`src/rtl/fft_io_pkg.sv`:
```
// rtl/fft_io_pkg.sv - shared state encoding and default widths for the FFT I/O sequencer
package fft_io_pkg;
  localparam int DEFAULT_ADDR_W = 10;
  localparam int DEFAULT_DATA_W = 16;

  typedef enum logic [2:0] {
    IDLE,
    START,
    LOAD,
    CLOSE,
    RD_ISSUE,
    RD_WAIT,
    RD_OUT,
    DONE
  } state_t;
endpackage

```
`src/rtl/bit_reverse.sv`:
```
// rtl/bit_reverse.sv - combinational bit-order reversal of a read index
module bit_reverse #(
  parameter int WIDTH = 10
) (
  input  logic [WIDTH-1:0] in_bits,
  output logic [WIDTH-1:0] out_bits
);
  always_comb begin
    out_bits = '0;
    for (int i = 0; i < WIDTH; i++) begin
      out_bits[i] = in_bits[WIDTH-1-i];
    end
  end
endmodule

```
`src/rtl/fft_io_sequencer.sv`:
```
// rtl/fft_io_sequencer.sv - loads one frame into sample memory, then streams it out
// in natural or bit-reversed order, one sample per three cycles.
module fft_io_sequencer
  import fft_io_pkg::*;
#(
  parameter int ADDR_W      = DEFAULT_ADDR_W,
  parameter int DATA_W      = DEFAULT_DATA_W,
  parameter bit BIT_REVERSE = 1'b1
) (
  input  logic              clk,
  input  logic              rst,
  input  logic              go,
  input  logic              in_valid,
  input  logic [DATA_W-1:0] in_data,
  output logic              in_ready,
  output logic              out_valid,
  output logic [DATA_W-1:0] out_data,
  input  logic              out_ready,
  output logic              mem_read_enable,
  output logic              mem_write_enable,
  output logic              mem_start_write,
  output logic              mem_end_write,
  output logic [ADDR_W-1:0] mem_address,
  output logic [DATA_W-1:0] mem_wdata,
  input  logic [DATA_W-1:0] mem_rdata,
  output logic              busy,
  output logic              done
);
  localparam logic [ADDR_W-1:0] LAST = '1;
  localparam logic [ADDR_W-1:0] ONE  = 1;

  state_t            state_q, state_d;
  logic [ADDR_W-1:0] wcnt_q, wcnt_d;
  logic [ADDR_W-1:0] rcnt_q, rcnt_d;
  logic [DATA_W-1:0] out_data_q, out_data_d;
  logic [ADDR_W-1:0] rev_addr;
  logic [ADDR_W-1:0] rd_addr;
  logic              wr_fire;

  bit_reverse #(.WIDTH(ADDR_W)) u_bit_reverse (
    .in_bits (rcnt_q),
    .out_bits(rev_addr)
  );

  assign rd_addr = BIT_REVERSE ? rev_addr : rcnt_q;
  assign wr_fire = (state_q == LOAD) && in_valid;

  always_comb begin
    state_d    = state_q;
    wcnt_d     = wcnt_q;
    rcnt_d     = rcnt_q;
    out_data_d = out_data_q;
    case (state_q)
      IDLE:     if (go) state_d = START;
      START: begin
        wcnt_d  = '0;
        state_d = LOAD;
      end
      LOAD: begin
        if (in_valid) begin
          wcnt_d = wcnt_q + ONE;
          if (wcnt_q == LAST) state_d = CLOSE;
        end
      end
      CLOSE: begin
        rcnt_d  = '0;
        state_d = RD_ISSUE;
      end
      RD_ISSUE: state_d = RD_WAIT;
      // Memory returns data one cycle after the read strobe.
      RD_WAIT: begin
        out_data_d = mem_rdata;
        state_d    = RD_OUT;
      end
      RD_OUT: begin
        if (out_ready) begin
          if (rcnt_q == LAST) begin
            state_d = DONE;
          end else begin
            rcnt_d  = rcnt_q + ONE;
            state_d = RD_ISSUE;
          end
        end
      end
      DONE:     state_d = IDLE;
      default:  state_d = IDLE;
    endcase
  end

  always_ff @(posedge clk or posedge rst) begin
    if (rst) begin
      state_q    <= IDLE;
      wcnt_q     <= '0;
      rcnt_q     <= '0;
      out_data_q <= '0;
    end else begin
      state_q    <= state_d;
      wcnt_q     <= wcnt_d;
      rcnt_q     <= rcnt_d;
      out_data_q <= out_data_d;
    end
  end

  assign busy             = (state_q != IDLE);
  assign done             = (state_q == DONE);
  assign in_ready         = (state_q == LOAD);
  assign out_valid        = (state_q == RD_OUT);
  assign out_data         = out_data_q;
  assign mem_start_write  = (state_q == START);
  assign mem_end_write    = (state_q == CLOSE);
  assign mem_read_enable  = (state_q == RD_ISSUE);
  assign mem_write_enable = wr_fire;
  // Address and write data stay at zero outside an actual access.
  assign mem_address      = wr_fire ? wcnt_q : ((state_q == RD_ISSUE) ? rd_addr : '0);
  assign mem_wdata        = wr_fire ? in_data : '0;
endmodule

```
`config.mk`:
```
export PLATFORM = sky130hd
export DESIGN_NAME = fft_io_sequencer
export DESIGN_NICKNAME = d
export VERILOG_FILES = /design/src/rtl/fft_io_pkg.sv /design/src/rtl/bit_reverse.sv /design/src/rtl/fft_io_sequencer.sv
export SDC_FILE = /design/constraint.sdc
export NUM_CORES = 1
export LEC_CHECK = 0
export ABC_AREA = 1
export BUFFER_PORTS_ARGS = -buffer_cell sky130_fd_sc_hd__buf_2
export CAP_MARGIN = 30
export CORE_MARGIN = 2
export CORE_UTILIZATION = 48
export DETAILED_ROUTE_END_ITERATION = 10
export PLACE_DENSITY = 0.86
export SLEW_MARGIN = 5
export SYNTH_ARGS = -nofsm -noshare
export SYNTH_HDL_FRONTEND = slang
export SYNTH_SLANG_ARGS = --single-unit
```
`constraint.sdc`:
```
create_clock -name clk -period 2.35 [get_ports clk]
set_input_delay 0.1175 -clock clk [delete_from_list [all_inputs] [get_ports clk]]
set_output_delay 0.1175 -clock clk [all_outputs]
set_load 0.005 [all_outputs]
```
==> flow_summary.toml <==
[run_status]
outcome = "finished clean"

[final_layout]
drive_gt1_frac = 0.3517
n_fill_cell = 406
finalNetCount = 419
num_antenna_cells = 0
areaGrowthSynthToFinish_pct = 23.81

[critical_path]
cp.arrival_ns = 1.80
r2r_cells = 7
endpoint_kind = "output pin"
crit_chain = "nand2_1, inv_1, nand2_1, o21ai_0, buf_2"
crit_path_start_kind = "register"
critical-path-max-stage-delay_ns = 0.62
cp_max_fo = 8
critPathLaunch = "state_q[2]$_DFFE_PP0P_"
r2r-start = "state_q[2]$_DFFE_PP0P_"
critPathKind = "register to output pin"
worst_path_max_delay_cell = "dfrtp_1"
cp_common_cell = "nand2_1"
reg2reg_slack_ns = 0.53
cp.required_ns = 2.23
timing.rr.end = "rcnt_q[4]$_DFFE_PP0P_"

[sta]
tightest_slew_ns = 0.4895
grt_setup_unrepaired = "no"
final.setup.tns_ns = 0
period_share = 0.8180
fmax_mhz = 520.2
hold_viol_final = 0
setup_viol = 0
max-slew-margin-rel = 0.6737
fin_worst_skew_ns = 0.01289
slew_violations = 0
period_minus_slack_ns = 1.922

[pwr]
p_comb_frac = 0.395
clkPwrFrac = 0.218
switching_share = 0.3794
peakVddDrop_mv = 0.6555
p_per_area_nw_per_um2 = 918.1
power.switching_mw = 1.013
p_leak_nw = 1.576
p_seq_frac = 0.387
p_int_mw = 1.657
p_total_mw = 2.670

[global_routing]
grt_antenna_before_repair = 0
grt.overflow.total = 0
grt_max_degree = 40
grt_pass1_wl_mm = 9.266
grt_pass1_vias = 2068
grt_usage = 0.2193

[yosys]
ys.warnings.count = 0
synthCells = 295
syn-num-nets = 334
synth_top_cells_by_count = "nand2_1, inv_1, dfrtp_1, nor2_1, nand3_1"
synth_edf_count = 0
synth.most_common_cell = "nand2_1"
yosysTopAreaCellShare = 0.4156
avgSynthCellArea_um2 = 7.961
syn-cell-area_um2 = 2349
synth_top_area_cell = "dfrtp_1"
synth_area_leaders = "dfrtp_1, nand2_1, inv_1"
synth_ff_type = "dfrtp_1"
synth-async-reset-ratio = 1.000
synth_seq_area_share = 0.4156
yosysUniqueCellTypes = 29
ys_seq_elements = 39

[cts]
htreeDepth = 2
cts_tree = "built"
clockBufferDepth = 2
cts_hold_buf = 1
clkSinkCount = 39
clkTransAtPathRegs_ns = 0.08
cts_resized = 0
numCtsBuffers = 5
clkLatencyLatePin_ns = 0.30
post_cts_buffers = 0
ctsRootBufferMaster = "clkbuf_8"

[routing]
vias = 2233
viasPerCell = 4.984
postRouteAntennaNets = 0
drt_wl_total_mm = 5.732
first_pass_iters = 5
wl_per_cell_um = 12.79
drt_iter0_markers = 258
drc = 0

[floorplan]
dieArea_um2 = 5468
die_y_um = 73.95
fp.coreArea_um2 = 4723
num_rows = 25
initial_utilization = 0.4972
io_pins = 87
die_x_um = 73.95

[worst_hold_path]
hp-start = "mem_rdata[2]"
hold_depth = 2
hp-class = "input pin to register"
worstHoldEndpoint = "out_data[2]$_DFFE_PP0N_"

[place]
dp_hpwl_mm = 4.279
gp_congestion = 0.8786
portBuffers = 86

[job]
cap_violations = 0
state kept, by name, indices dropped and copies added (netlist names):
signal    cells
wcnt_q       10
out_data     16
state_q       3
rcnt_q       10
final cells by class:
cell class                      instances  area [um^2]  area share
Inverter                               45        168.9     0.05809
Clock buffer                            6        82.58     0.02840
Sequential cell                        39        975.9      0.3356
Timing Repair Buffer                   88        447.9      0.1540
Clock inverter                          2        35.03     0.01205
Multi-Input combinational cell        201         1114      0.3830
Tap cell                               67        83.83     0.02883
cells in the final DEF, fill, tap and decap left out:
master | netlist | final
buf_2 | 2 | 86
nand2_1 | 61 | 61
inv_1 | 42 | 42
dfrtp_1 | 39 | 39
nor2_1 | 37 | 37
nand3_1 | 23 | 23
mux2_2 | 14 | 14
o21ai_0 | 11 | 11
a21oi_1 | 8 | 8
nand4_1 | 8 | 8
o21ai_2 | 8 | 8
o22ai_1 | 6 | 6
clkbuf_8 | 0 | 6
o21ai_1 | 4 | 4
nand2_2 | 4 | 4
inv_2 | 3 | 3
nor2_2 | 2 | 2
nand3_2 | 2 | 2
or2_2 | 2 | 2
xor2_1 | 2 | 2
mux2_1 | 2 | 2
ha_1 | 2 | 2
nand3_4 | 1 | 1
nor2_8 | 1 | 1
nand2_4 | 1 | 1
or2_4 | 1 | 1
nand3b_1 | 1 | 1
clkinv_2 | 0 | 1
bufinv_16 | 0 | 1
dlygate4sd3_1 | 0 | 1
buf_4 | 1 | 1
power groups by stage:
stage                     sequential [mW]  clock [mW]  combinational [mW]
after global routing                 1.06       0.618                1.19
after detailed placement             1.04           0                1.06
final                                1.03       0.583                1.05
after global placement               1.04           0                1.03
after floorplan                     0.996           0               0.820
after CTS                            1.03       0.591                1.07
worst max-delay path, delay by kind of cell (launching register included):
kind / cells / cell delay, ns
buffers and inverters: 2 / 0.39
and+or+nand+nor: 2 / 0.40
DFF: 1 / 0.62
AOI/OAI and AO/OA: 1 / 0.10
per-layer routing:
layer,share of wire,GRT usage,vias up
met4,0.014,0.08485,0
met2,0.50,0.3492,88
met3,0.076,0.06098,11
met5,0,0,-
met1,0.41,0.2858,1023
li1,-,-,1111
how the worst max path moves through the flow:
stage                                       end  depth (start not counted)
after global placement    rcnt_q[9]$_DFFE_PP0P_                          7
after global routing             mem_address[8]                          6
after detailed placement  rcnt_q[4]$_DFFE_PP0P_                          7
final                            mem_address[8]                          5
after floorplan           rcnt_q[0]$_DFFE_PP0P_                         10
after CTS                        mem_address[7]                          6
through the flow:
step	setup slack [ns]	cells	hold slack, ns	util	area, um^2
2_1_floorplan	0.9321	295	0.2492	-	2349
3_3_place_gp	0.6327	439	0.2536	0.5886	2780
3_5_place_dp	0.5539	439	0.2594	0.5886	2780
4_1_cts	0.4080	448	0.02996	0.6156	2908
5_1_grt	0.2555	448	0.02030	0.6156	2908
6_report	0.4278	448	0.03682	0.6156	2908
kinds of logic (layout without fill, tap and decap cells):
family	after synthesis	after routing	synth area share
simple gates	144	144	0.2845
buf+inv	55	141	0.1103
flops	39	39	0.4156
compound gates	37	37	0.09483
mux	16	16	0.07672
fa+ha+maj	2	2	0.01065
xor+xnor	2	2	0.007460
(Power assumes the default switching activity.)
